$ cat src/rtl/prop_settle_sequencer.sv
// Sequences one vector at a time into a combinational gate network, waits N settle cycles, then returns the vector/result pair.
// Optional glitch counting over the settle window is enabled by defining PROP_SETTLE_GLITCH_EN.
module prop_settle_sequencer #(
    parameter int IN_W           = 3,
    parameter int OUT_W          = 2,
    parameter int SETTLE_W       = 8,
    parameter int DEFAULT_SETTLE = 6
) (
    input  logic                clk,
    input  logic                rst_n,
    input  logic                req_valid,
    output logic                req_ready,
    input  logic [IN_W-1:0]     req_vec,
    input  logic [SETTLE_W-1:0] req_settle,
    output logic [IN_W-1:0]     net_in,
    input  logic [OUT_W-1:0]    net_out,
    output logic                rsp_valid,
    input  logic                rsp_ready,
    output logic [IN_W-1:0]     rsp_vec,
    output logic [OUT_W-1:0]    rsp_out,
    output logic                busy,
    output logic [3:0]          glitch_cnt
);

    // Handshakes: a transfer happens on a rising edge where valid && ready are both high.
    typedef enum logic [1:0] {
        S_IDLE   = 2'd0,
        S_SETTLE = 2'd1,
        S_RESP   = 2'd2
    } state_t;

    localparam logic [SETTLE_W-1:0] DEF_N = SETTLE_W'(DEFAULT_SETTLE);
    localparam logic [SETTLE_W-1:0] ONE_N = SETTLE_W'(1);

    state_t              state_q, state_d;
    logic [SETTLE_W-1:0] cnt_q, cnt_d;
    logic [IN_W-1:0]     net_in_q, net_in_d;
    logic [IN_W-1:0]     rsp_vec_q, rsp_vec_d;
    logic [OUT_W-1:0]    rsp_out_q, rsp_out_d;
    logic                rsp_valid_q, rsp_valid_d;
    logic                accept;

    // req_ready is gated by rst_n so nothing is accepted while reset is held.
    assign req_ready = rst_n && (state_q == S_IDLE);
    assign accept    = req_valid && req_ready;

    always_comb begin
        state_d     = state_q;
        cnt_d       = cnt_q;
        net_in_d    = net_in_q;
        rsp_vec_d   = rsp_vec_q;
        rsp_out_d   = rsp_out_q;
        rsp_valid_d = rsp_valid_q;
        case (state_q)
            S_IDLE: begin
                if (accept) begin
                    net_in_d  = req_vec;
                    rsp_vec_d = req_vec;
                    cnt_d     = (req_settle == '0) ? DEF_N : req_settle;
                    state_d   = S_SETTLE;
                end
            end
            S_SETTLE: begin
                // Counter holds N-k+1 at the k-th edge after accept, so it reads 1 on the sample edge.
                if (cnt_q <= ONE_N) begin
                    cnt_d       = '0;
                    rsp_out_d   = net_out;
                    rsp_valid_d = 1'b1;
                    state_d     = S_RESP;
                end else begin
                    cnt_d = cnt_q - ONE_N;
                end
            end
            S_RESP: begin
                if (rsp_ready) begin
                    rsp_valid_d = 1'b0;
                    state_d     = S_IDLE;
                end
            end
            default: begin
                state_d     = S_IDLE;
                rsp_valid_d = 1'b0;
                cnt_d       = '0;
            end
        endcase
    end

    always_ff @(posedge clk or negedge rst_n) begin
        if (!rst_n) begin
            state_q     <= S_IDLE;
            cnt_q       <= '0;
            net_in_q    <= '0;
            rsp_vec_q   <= '0;
            rsp_out_q   <= '0;
            rsp_valid_q <= 1'b0;
        end else begin
            state_q     <= state_d;
            cnt_q       <= cnt_d;
            net_in_q    <= net_in_d;
            rsp_vec_q   <= rsp_vec_d;
            rsp_out_q   <= rsp_out_d;
            rsp_valid_q <= rsp_valid_d;
        end
    end

    assign net_in    = net_in_q;
    assign rsp_vec   = rsp_vec_q;
    assign rsp_out   = rsp_out_q;
    assign rsp_valid = rsp_valid_q;
    assign busy      = (state_q != S_IDLE);

`ifdef PROP_SETTLE_GLITCH_EN
    logic [OUT_W-1:0] prev_q, prev_d;
    logic [3:0]       glitch_q, glitch_d;

    // The accept edge captures the reference value for the first settle-edge comparison.
    always_comb begin
        prev_d   = prev_q;
        glitch_d = glitch_q;
        if (accept) begin
            prev_d   = net_out;
            glitch_d = 4'd0;
        end else if (state_q == S_SETTLE) begin
            prev_d = net_out;
            if ((net_out != prev_q) && (glitch_q != 4'hF)) begin
                glitch_d = glitch_q + 4'd1;
            end
        end
    end

    always_ff @(posedge clk or negedge rst_n) begin
        if (!rst_n) begin
            prev_q   <= '0;
            glitch_q <= 4'd0;
        end else begin
            prev_q   <= prev_d;
            glitch_q <= glitch_d;
        end
    end

    assign glitch_cnt = glitch_q;
`else
    assign glitch_cnt = 4'd0;
`endif

endmodule
$ cat config.mk
export PLATFORM = sky130hd
export DESIGN_NAME = prop_settle_sequencer
export DESIGN_NICKNAME = d
export VERILOG_FILES = /design/src/rtl/prop_settle_sequencer.sv
export SDC_FILE = /design/constraint.sdc
export NUM_CORES = 1
export LEC_CHECK = 0
export BUFFER_PORTS_ARGS = -buffer_cell sky130_fd_sc_hd__buf_2
export CORE_MARGIN = 1.5
export CORE_UTILIZATION = 45
export DETAILED_ROUTE_END_ITERATION = 8
export GPL_TIMING_DRIVEN = 0
export PLACE_DENSITY = 0.78
export RECOVER_POWER = 25
export SETUP_SLACK_MARGIN = 0.02
export SYNTH_ARGS = -nofsm -noshare
export SYNTH_HDL_FRONTEND = slang
export SYNTH_SLANG_ARGS = --single-unit
$ cat constraint.sdc
create_clock -name clk -period 2.6 [get_ports clk]
set_input_delay 0.52 -clock clk [delete_from_list [all_inputs] [get_ports clk]]
set_output_delay 0.52 -clock clk [all_outputs]
set_load 0.02 [all_outputs]
==> results of run 1 <==
area by class of cell:
| class | instances | share of cell area [%] |
|---|---|---|
| multi-input cells | 69 | 40.7 |
| flip-flops and latches | 16 | 34.7 |
| repair buffers | 27 | 11.7 |
| plain buffers | 8 | 4.88 |
| clock buffers | 4 | 3.14 |
| well taps | 27 | 2.93 |
| inverters | 6 | 1.95 |
layer usage:
| metal | up-vias | GRT usage [%] | share of wire (%) |
|---|---|---|---|
| met5 | - | 0 | 0 |
| met4 | 0 | 9.52 | 2.4 |
| li1 | 408 | - | - |
| met1 | 375 | 22.7 | 45 |
| met3 | 7 | 5.86 | 6.3 |
| met2 | 32 | 30.1 | 47 |
cell usage after synthesis:
cell type | n | area share [%]
sky130_fd_sc_hd__o311ai_0 | 1 | 0.93
sky130_fd_sc_hd__a221o_1 | 1 | 1.1
sky130_fd_sc_hd__a31o_2 | 1 | 0.93
sky130_fd_sc_hd__o211ai_1 | 3 | 2.4
sky130_fd_sc_hd__nand2b_1 | 1 | 0.67
sky130_fd_sc_hd__conb_1 | 1 | 0.40
sky130_fd_sc_hd__nor2_4 | 1 | 1.2
sky130_fd_sc_hd__o21ai_0 | 4 | 2.1
sky130_fd_sc_hd__mux2i_1 | 3 | 3.2
sky130_fd_sc_hd__nor2b_1 | 1 | 0.67
sky130_fd_sc_hd__nor2_1 | 5 | 2.0
sky130_fd_sc_hd__a21o_1 | 1 | 0.80
sky130_fd_sc_hd__or4_1 | 2 | 1.6
sky130_fd_sc_hd__o31ai_1 | 1 | 0.80
sky130_fd_sc_hd__nor3b_1 | 1 | 0.80
sky130_fd_sc_hd__clkbuf_1 | 1 | 0.40
sky130_fd_sc_hd__a21oi_1 | 5 | 2.7
sky130_fd_sc_hd__nor4_1 | 3 | 2.0
sky130_fd_sc_hd__ha_1 | 2 | 2.7
sky130_fd_sc_hd__a41oi_1 | 1 | 0.93
sky130_fd_sc_hd__or3_1 | 3 | 2.0
sky130_fd_sc_hd__inv_1 | 6 | 2.4
sky130_fd_sc_hd__or2_2 | 3 | 2.0
sky130_fd_sc_hd__a221o_2 | 1 | 1.2
sky130_fd_sc_hd__dfrtp_1 | 16 | 43
sky130_fd_sc_hd__a31oi_1 | 1 | 0.67
sky130_fd_sc_hd__o22ai_1 | 2 | 1.3
sky130_fd_sc_hd__nor3_2 | 1 | 1.1
sky130_fd_sc_hd__nor3_1 | 1 | 0.53
sky130_fd_sc_hd__nand3b_1 | 1 | 0.80
sky130_fd_sc_hd__and3b_1 | 1 | 0.93
sky130_fd_sc_hd__buf_4 | 7 | 5.6
sky130_fd_sc_hd__nand2_1 | 7 | 2.8
sky130_fd_sc_hd__mux2_2 | 5 | 6.0
sky130_fd_sc_hd__or3_4 | 1 | 1.2
sky130_fd_sc_hd__nand3_1 | 1 | 0.53
metrics by stage:
step	setup WS [ps]	hold WS (ps)	cells	power (W)	area (um^2)
3_3_place_gp	773	463	153	0.00101	1120
6_report	613	139	157	0.00121	1150
3_5_place_dp	727	470	153	0.00104	1120
5_1_grt	513	163	157	0.00130	1150
2_1_floorplan	821	224	99	0.000885	950
4_1_cts	596	142	157	0.00122	1150
power groups by stage:
stage	sequential (W)	combinational (W)	clock, W
2_1_floorplan	0.000463	0.000423	0
4_1_cts	0.000454	0.000590	0.000174
6_report	0.000455	0.000585	0.000168
5_1_grt	0.000473	0.000648	0.000183
3_3_place_gp	0.000453	0.000561	0
3_5_place_dp	0.000459	0.000585	0
worst min-delay path by stage:
stage | slack (ps) | to | cells past startpoint | startpoint
2_1_floorplan | 220 | cnt_q[0] | 0 | rst_n
3_3_place_gp | 460 | cnt_q[7] | 1 | rst_n
3_5_place_dp | 470 | cnt_q[2] | 1 | rst_n
4_1_cts | 140 | cnt_q[1] | 1 | rst_n
5_1_grt | 160 | cnt_q[1] | 1 | rst_n
6_report | 140 | cnt_q[6] | 1 | rst_n
worst max-delay path: cells and delay by family, from the launching register on:
kind                   cells  cell delay (ps)
buffers and inverters      2              310
DFF                        1              450
and+or+nand+nor            2              410
placed cells by master, fill, tap and decap left out, types with 2 or more instances in the layout:
cell type,count
sky130_fd_sc_hd__or3_1,3
sky130_fd_sc_hd__or2_2,3
sky130_fd_sc_hd__o211ai_1,3
sky130_fd_sc_hd__o22ai_1,2
sky130_fd_sc_hd__nor2_1,5
sky130_fd_sc_hd__o21ai_0,4
sky130_fd_sc_hd__clkbuf_4,3
sky130_fd_sc_hd__buf_4,7
sky130_fd_sc_hd__nor4_1,3
sky130_fd_sc_hd__dfrtp_1,16
sky130_fd_sc_hd__mux2i_1,3
sky130_fd_sc_hd__or4_1,2
sky130_fd_sc_hd__mux2_2,5
sky130_fd_sc_hd__ha_1,2
sky130_fd_sc_hd__a21oi_1,5
sky130_fd_sc_hd__nand2_1,7
sky130_fd_sc_hd__conb_1,4
sky130_fd_sc_hd__buf_2,27
sky130_fd_sc_hd__inv_1,6
state kept, by name, indices dropped and copies added (netlist names):
signal     count
rsp_out        2
rsp_valid      1
state_q        2
cnt_q          8
rsp_vec        3
logic make-up (layout without fill, tap and decap cells):
kind of cell | Yosys count | in the layout | share of synthesized area [%]
simple gates | 33 | 33 | 20.8
compound gates | 22 | 22 | 15.9
flops | 16 | 16 | 42.7
buf+inv | 14 | 45 | 8.40
mux | 8 | 8 | 9.20
fa+ha+maj | 2 | 2 | 2.67
other cells | 1 | 4 | 0.400
==> qor.csv, run 1 <==
stage;metric;value;unit
placed_design;Routability Congestion;0.811;
clock_tree;number of buffers created by CTS;3;
synth;Avg Cell Area, Syn;9.78;um^2
placed_design;Detail Placement HPWL;1540;um
synth;synthesized area;938;um^2
clock_tree;clock sinks;16;
detailed_routing;number of vias in the routed layout;822;
placed_design;number of port buffers;27;
die;die height;48.7;um
global_route;via count of the first global-routing pass;774;
setup_path;required time worst endpoint;2080;ps
status;outcome;finished, final reports clean;
global_route;number of antenna violations at the first check in global routing;0;
die;initial core utilization;47.8;%
sta;Worst Skew;0.835;ps
setup_path;Worst setup EP type;output pin;
synth;number of instances in the synthesized netlist;96;
die;area of the die;2370;um^2
die;core area;1960;um^2
sta;achievable clock frequency;503;MHz
detailed_routing;Routed WL per cell;13.0;um
cells_and_area;area occupied by multi-input gates;470;um^2
synth;post-synthesis sequential area ratio;42.7;%
setup_path;reg-to-reg critical path endpoint;cnt_q[7];
cells_and_area;post-synthesis to final-layout area growth;23.1;%
clock_tree;number of buffers on the longest clock path;2;
setup_path;cell at the slowest stage of the critical path;sky130_fd_sc_hd__dfrtp_1;
global_route;maximum number of pins on one net before global-route repair;20;
cells_and_area;count of fill cells added during filler insertion;191;
sta;Sum Neg Setup Slack;0;ps
detailed_routing;Vias/cell;5.24;
power;power share of the sequential group;37.6;%
job;max-capacitance violation count;0;
setup_path;worst stage delay on the critical path;450;ps
cells_and_area;layout net count;150;
detailed_routing;number of detailed-routing iterations run before antenna repair;4;
worst_hold_path;class of the tightest hold or removal check;in -> async;
sta;Final Setup Violations;0;
cells_and_area;share of the core filled with cells;58.9;%
clock_tree;clock transition at the registers of the reported paths;90;ps
clock_tree;number of setup buffers added after CTS;0;
detailed_routing;total length of routed wires;2040;um
clock_tree;CTS H-tree lvls;1;
setup_path;cell breakdown of the critical path;or2_2, clkbuf_1, nor2_1, buf_2;
setup_path;highest net fanout along the worst path;7;
detailed_routing;remaining routing DRC violations;0;
synth;distinct cell type count of the synthesized netlist;36;
power;share of total power consumed by net switching;41.8;%
setup_path;Arrival @ worst endpoint;1470;ps
sta;Tmin final;1990;ps
global_route;Overall Global Routing Usage;18.8;%
setup_path;number of cells traversed by the worst register-to-register path;6;
clock_tree;hold buffers post-CTS;0;
setup_path;capturing instance or port of the critical path;req_ready;
sta;final worst path period share;76.4;%
power;PD cells;1050;nW/um^2
detailed_routing;number of design-rule violations left by the first detailed-router iteration;17;
clock_tree;Post-CTS Resized;0;
die;x dimension of the die;48.7;um
sta;unrepaired setup endpoints after global routing;false;
sta;slew at the pin closest to its max-slew limit;524;ps
setup_path;startpoint of the most critical register-to-register path;cnt_q[0];
die;number of cell rows;16;
power;relative contribution of the clock network to total power;13.9;%
cells_and_area;proportion of layout cells with a drive suffix above 1;39.2;%
setup_path;critical path launch point type;register;
die;I/O pin total;32;
sta;relative max-transition margin;64.8;%
power;combinational share of power;48.4;%
global_route;first-pass GRT wire length;3380;um
cells_and_area;Sequential cell area;400;um^2
power;P_leak;0.567;nW
power;Internal Power;0.000703;W
power;worst IR drop on VDD;589;uV
sta;Final Hold Viols;0;
sta;final number of max-transition violations;0;
setup_path;classification of the worst setup path;reg -> out;
synth;count of yosys warnings during synthesis;0;
clock_tree;cell at the root of the clock tree;sky130_fd_sc_hd__clkbuf_4;
synth;register bit total from synthesis;16;
clock_tree;later-pin clock latency in the skew report;290;ps
clock_tree;clock tree from TritonCTS;done;
setup_path;CP startpoint;state_q[0];
setup_path;register-to-register setup slack;700;ps
cells_and_area;antenna fix cells;0;
detailed_routing;remaining number of nets flagged by the antenna check after routing;0;
power;Switch Pwr;0.000505;W
global_route;overflow left after global routing;0;
Note: power is estimated with default switching activity, not from simulation.
==> run 2, diff against run 1 <==
ABC_AREA = 1   (was default)
PLACE_DENSITY = 0.77   (was 0.78)
clock period = 1.9 ns   (was 2.6 ns; I/O delays follow)
==> qor.csv, run 2 <==
stage;metric;value;unit
cells_and_area;post-synthesis to final-layout area growth;21.5;%
cells_and_area;proportion of layout cells with a drive suffix above 1;23.2;%
synth;distinct cell type count of the synthesized netlist;17;
cells_and_area;most common library cell in the layout ignoring fill and taps;sky130_fd_sc_hd__nand2_1;
power;power share of the sequential group;31.5;%
clock_tree;number of setup buffers added after CTS;0;
setup_path;highest net fanout along the worst path;10;
sta;Final Setup Violations;0;
die;I/O pin total;32;
sta;Worst Skew;10.2;ps
detailed_routing;remaining number of nets flagged by the antenna check after routing;0;
die;initial core utilization;49.4;%
detailed_routing;Routed WL per cell;9.92;um
die;area of the die;2530;um^2
global_route;maximum number of pins on one net before global-route repair;19;
power;P_leak;0.731;nW
synth;Area contributors post-synth;sky130_fd_sc_hd__dfrtp_1 (40%), sky130_fd_sc_hd__nand2_1 (26%), sky130_fd_sc_hd__inv_1 (6.0%);
placed_design;dpl ws;329;ps
sta;worst hold slack;3.05;ps
synth;Async S/R FF share, synth;100;%
power;Power Total;0.00206;W
synth;count of yosys warnings during synthesis;0;
detailed_routing;number of vias in the routed layout;978;
synth;most frequent cell after synthesis;sky130_fd_sc_hd__nand2_1;
synth;Avg Cell Area, Syn;6.68;um^2
setup_path;Arrival @ worst endpoint;1370;ps
cells_and_area;most frequent cells in the layout;sky130_fd_sc_hd__nand2_1 (71), sky130_fd_sc_hd__buf_2 (27), sky130_fd_sc_hd__inv_1 (16), sky130_fd_sc_hd__dfrtp_1 (16), sky130_fd_sc_hd__nor2_1 (14);
sta;final worst path period share;91.8;%
global_route;Overall Global Routing Usage;17.8;%
worst_hold_path;class of the tightest hold or removal check;in -> async;
global_route;most used routing layer;met2;
setup_path;startpoint of the most critical register-to-register path;cnt_q[0];
setup_path;reg-to-reg critical path endpoint;cnt_q[2];
clock_tree;CTS H-tree lvls;1;
power;PD cells;1680;nW/um^2
setup_path;register-to-register setup slack;330;ps
global_route;global-route track usage on met1;24.2;%
synth;Post-synth EDFFs;0;
setup_path;critical path launch point type;register;
setup_path;Worst setup EP type;output pin;
setup_path;number of cells traversed by the worst register-to-register path;11;
sta;Final Hold Viols;0;
clock_tree;clock tree from TritonCTS;done;
sta;min setup slack post-route;155;ps
job;max-capacitance violation count;0;
placed_design;Detail Placement HPWL;1650;um
synth;post-synthesis sequential area ratio;39.7;%
die;core area;2040;um^2
die;x dimension of the die;50.3;um
power;Switch Pwr;0.00102;W
clock_tree;number of buffers on the longest clock path;2;
setup_path;classification of the worst setup path;reg -> out;
global_route;overflow left after global routing;0;
setup_path;required time worst endpoint;1520;ps
synth;synthesized area;1010;um^2
clock_tree;number of buffers created by CTS;3;
sta;unrepaired setup endpoints after global routing;false;
power;share of total power consumed by net switching;49.7;%
cells_and_area;antenna fix cells;0;
global_route;number of antenna violations at the first check in global routing;0;
detailed_routing;number of design-rule violations left by the first detailed-router iteration;25;
detailed_routing;Vias/cell;4.61;
cells_and_area;register with the highest flop count;cnt_q;
synth;synth cell count leaders;sky130_fd_sc_hd__nand2_1 (71), sky130_fd_sc_hd__dfrtp_1 (16), sky130_fd_sc_hd__inv_1 (16);
cells_and_area;Largest register FFs;8;
global_route;via count of the first global-routing pass;860;
cells_and_area;layout net count;205;
status;outcome;finished, final reports clean;
die;number of cell rows;16;
clock_tree;clock transition at the registers of the reported paths;100;ps
global_route;first-pass GRT wire length;3490;um
synth;register bit total from synthesis;16;
power;worst IR drop on VDD;732;uV
clock_tree;cell at the root of the clock tree;sky130_fd_sc_hd__clkbuf_4;
global_route;GR met2 Demand/Resource;28.9;%
detailed_routing;remaining routing DRC violations;0;
clock_tree;hold buffers post-CTS;0;
detailed_routing;total length of routed wires;2100;um
power;combinational share of power;57.5;%
synth;biggest area consumer among synthesized cells;sky130_fd_sc_hd__dfrtp_1;
global_route;M3 GR Usage;2.68;%
die;die height;50.3;um
sta;Sum Neg Setup Slack;0;ps
placed_design;Routability Congestion;0.792;
clock_tree;clock sinks;16;
placed_design;number of port buffers;27;
sta;achievable clock frequency;573;MHz
power;relative contribution of the clock network to total power;11.0;%
sta;final number of max-transition violations;0;
synth;number of instances in the synthesized netlist;151;
synth;top-area cell type share of the netlist area;39.7;%
detailed_routing;number of detailed-routing iterations run before antenna repair;4;
clock_tree;later-pin clock latency in the skew report;280;ps
sta;Tmin final;1750;ps
synth;top_reg_cell synth;sky130_fd_sc_hd__dfrtp_1;
power;Internal Power;0.00104;W
[run 2: cell types whose count changed in the layout (fill, tap and decap cells not counted), moves of 3 or more]
cell / delta
sky130_fd_sc_hd__o211ai_1: -3
sky130_fd_sc_hd__or3_1: -3
sky130_fd_sc_hd__nand2_1: +64
sky130_fd_sc_hd__mux2_2: -5
sky130_fd_sc_hd__inv_1: +10
sky130_fd_sc_hd__nor4_1: -3
sky130_fd_sc_hd__a21oi_1: -4
sky130_fd_sc_hd__o21ai_0: +3
sky130_fd_sc_hd__mux2i_1: -3
sky130_fd_sc_hd__nand3_1: +6
sky130_fd_sc_hd__nor2_1: +9
sky130_fd_sc_hd__or2_2: -3
[run 2: layer usage]
metal | part of all wire [%] | wire length, um
met1 | 46 | 977
met5 | 0 | 0
met2 | 48 | 1000
met3 | 5.3 | 111
met4 | 0.71 | 15
[run 2: cell type report]
type                    instances  area, um^2
fillers                       196         817
well taps                      27        33.8
flip-flops and latches         16         400
repair buffers                 27         135
multi-input cells             114         500
inverters                      17        66.3
plain buffers                   7        52.6
clock buffers                   4        36.3
[run 2: repair_timing]
action | CTS | global route
hold endpoints to repair | 0 | 0
resized for setup | 0 | 0
endpoints found under the setup margin | 0 | 1
[run 2: cell families (layout without fill, tap and decap cells)]
group	Yosys count	count (layout)	share of synthesized area (%)
other	1	4	0.372
AOI/OAI and AO/OA	11	11	5.71
adders and majority gates	2	2	2.48
xor gates and xnor gates	1	1	0.869
buffers and inverters	24	55	11.8
and+or+nand+nor	96	96	39.1
DFF	16	16	39.7
[run 2: how the worst max path moves through the flow]
stage                    start        end  cells after the start  slack (ps)
global placement      cnt_q[0]   cnt_q[5]                     11         370
CTS                 state_q[0]  req_ready                      4         130
global route        state_q[0]  req_ready                      4          30
floorplan           state_q[0]  req_ready                      3         420
finish              state_q[0]  req_ready                      4         150
detailed placement    cnt_q[0]   cnt_q[2]                     11         330
[run 2: worst max-delay path, cell delays in order, from the launching register on]
cell	delay [ps]
sky130_fd_sc_hd__dfrtp_1	470
sky130_fd_sc_hd__nor2_4	250
sky130_fd_sc_hd__inv_1	100
sky130_fd_sc_hd__nor2_1	100
sky130_fd_sc_hd__buf_2	170
[run 2: through the flow]
stage                     instances  instance area [um^2]  utilization [%]
final                           212                  1220             60.0
after global routing            212                  1220             60.0
after CTS                       212                  1220             60.0
after detailed placement        208                  1190             58.2
after global placement          208                  1190             58.2
after floorplan                 154                  1020                -
[run 2: power by group through the flow]
stage / Sequential (W) / Combinational (W) / Clock, W
detailed placement: 0.000654 / 0.00119 / 0
CTS: 0.000647 / 0.00119 / 0.000231
global placement: 0.000647 / 0.00115 / 0
finish: 0.000649 / 0.00118 / 0.000226
floorplan: 0.000700 / 0.000830 / 0
global route: 0.000674 / 0.00136 / 0.000247
==> run 3, diff against run 2 <==
clock period = 1.7 ns   (was 1.9 ns; I/O delays follow)
==> qor.csv, run 3 (synthesis gave the netlist of run 2 again) <==
stage;metric;value;unit
die;number of cell rows;16;
detailed_routing;Routed WL per cell;10.3;um
setup_path;CP startpoint;state_q[0];
power;PD cells;1880;nW/um^2
clock_tree;later-pin clock latency in the skew report;280;ps
cells_and_area;Finished Layout Cells;214;
clock_tree;CTS H-tree lvls;1;
sta;unrepaired setup endpoints after global routing;false;
global_route;maximum number of pins on one net before global-route repair;17;
placed_design;Detail Placement HPWL;1650;um
cells_and_area;antenna fix cells;0;
detailed_routing;total length of routed wires;2200;um
setup_path;Arrival @ worst endpoint;1200;ps
sta;Tmin final;1540;ps
detailed_routing;number of detailed-routing iterations run before antenna repair;4;
power;Power Total;0.00234;W
clock_tree;cell at the root of the clock tree;sky130_fd_sc_hd__clkbuf_4;
global_route;first-pass GRT wire length;3570;um
job;max-capacitance violation count;0;
worst_hold_path;class of the tightest hold or removal check;in -> reg;
detailed_routing;remaining routing DRC violations;0;
sta;final number of max-transition violations;0;
power;share of total power consumed by net switching;50.0;%
die;x dimension of the die;50.3;um
setup_path;startpoint of the most critical register-to-register path;cnt_q[0];
cells_and_area;most common library cell in the layout ignoring fill and taps;sky130_fd_sc_hd__nand2_1;
setup_path;Worst setup EP type;output pin;
sta;Final Hold Viols;0;
global_route;number of antenna violations at the first check in global routing;0;
sta;slew at the pin closest to its max-slew limit;743;ps
global_route;via count of the first global-routing pass;868;
cells_and_area;most frequent cells in the layout;sky130_fd_sc_hd__nand2_1 (71), sky130_fd_sc_hd__buf_2 (20), sky130_fd_sc_hd__inv_1 (16), sky130_fd_sc_hd__dfrtp_1 (16), sky130_fd_sc_hd__nor2_1 (13);
status;outcome;finished, final reports clean;
power;relative contribution of the clock network to total power;10.7;%
sta;Final Setup Violations;0;
power;Internal Power;0.00117;W
power;P_leak;0.719;nW
global_route;overflow left after global routing;0;
die;core area;2040;um^2
setup_path;highest net fanout along the worst path;5;
cells_and_area;register with the highest flop count;cnt_q;
clock_tree;clock tree from TritonCTS;done;
cells_and_area;post-synthesis to final-layout area growth;23.1;%
die;area of the die;2530;um^2
setup_path;critical path launch point type;register;
clock_tree;clock sinks;16;
detailed_routing;Vias/cell;4.64;
clock_tree;number of buffers created by CTS;3;
detailed_routing;number of vias in the routed layout;994;
sta;achievable clock frequency;649;MHz
sta;relative max-transition margin;50.3;%
power;power share of the sequential group;31.2;%
power;worst IR drop on VDD;817;uV
cells_and_area;Largest register FFs;8;
cells_and_area;layout net count;207;
die;die height;50.3;um
sta;Worst Skew;8.35;ps
power;combinational share of power;58.2;%
setup_path;required time worst endpoint;1360;ps
clock_tree;clock transition at the registers of the reported paths;90;ps
worst_hold_path;source of the worst hold timing path;rsp_ready;
die;initial core utilization;49.4;%
placed_design;number of port buffers;27;
placed_design;dpl cells;208;
setup_path;classification of the worst setup path;reg -> out;
detailed_routing;number of design-rule violations left by the first detailed-router iteration;25;
global_route;Overall Global Routing Usage;18.4;%
power;Switch Pwr;0.00117;W
sta;final worst path period share;90.7;%
die;I/O pin total;32;
detailed_routing;remaining number of nets flagged by the antenna check after routing;0;
sta;Sum Neg Setup Slack;0;ps
cells_and_area;proportion of layout cells with a drive suffix above 1;20.3;%
placed_design;Routability Congestion;0.792;
clock_tree;number of buffers on the longest clock path;2;
-- run 3: per-layer routing --
| layer | track usage, % | wire length [um] | up-vias |
|---|---|---|---|
| met4 | 6.76 | 35 | 0 |
| met3 | 2.68 | 111 | 4 |
| li1 | - | - | 524 |
| met5 | 0 | 0 | - |
| met1 | 24.8 | 1000 | 438 |
| met2 | 30.0 | 1050 | 28 |
-- run 3: worst max-delay path, stage by stage, from the launching register on --
cell                      delay [ps]
sky130_fd_sc_hd__dfrtp_1         480
sky130_fd_sc_hd__nor2_4          120
sky130_fd_sc_hd__inv_1            70
sky130_fd_sc_hd__nor2_1           90
sky130_fd_sc_hd__buf_2           170
-- run 3: cell type report --
type	instances	area (um^2)
fill	208	801
timing repair buffer	29	144
inverter	17	66.3
buffer	7	52.6
clock buffer	4	36.3
multi-input combinational	114	508
sequential	16	400
tap	27	33.8
-- run 3: through the flow --
stage               setup WS, ps  hold slack, ps  util [%]  instance area, um^2
floorplan                    262            44.4         -                 1020
global placement             165             284      58.2                 1190
detailed placement           129             287      58.2                 1190
CTS                          126             245      60.8                 1240
global route                33.8             237      60.8                 1240
finish                       158             247      60.8                 1240
-- run 3: final timing paths --
check                              to  slack, ps  cells after the start
max in group asynchronous    cnt_q[0]        500                      2
min                        state_q[1]        250                      2
min in group asynchronous    cnt_q[3]        730                      2
min reg2reg                rsp_out[0]        480                      2
max                         req_ready        160                      4
max reg2reg                rsp_out[1]        200                      9
-- run 3: power groups by stage --
stage / registers (W) / logic (W) / clock network [W]
3_3_place_gp: 0.000723 / 0.00129 / 0
5_1_grt: 0.000756 / 0.00156 / 0.000276
2_1_floorplan: 0.000782 / 0.000928 / 0
4_1_cts: 0.000724 / 0.00135 / 0.000258
6_report: 0.000728 / 0.00136 / 0.000250
3_5_place_dp: 0.000731 / 0.00133 / 0
-- run 3: repair_timing --
item | CTS | global route
pin swaps | 1 | 0
hold endpoints to repair | 16 | 0
endpoints found under the setup margin | 1 | 8
resized for setup | 0 | 3
hold buffers | 1 | 0
setup buffers | 1 | 0
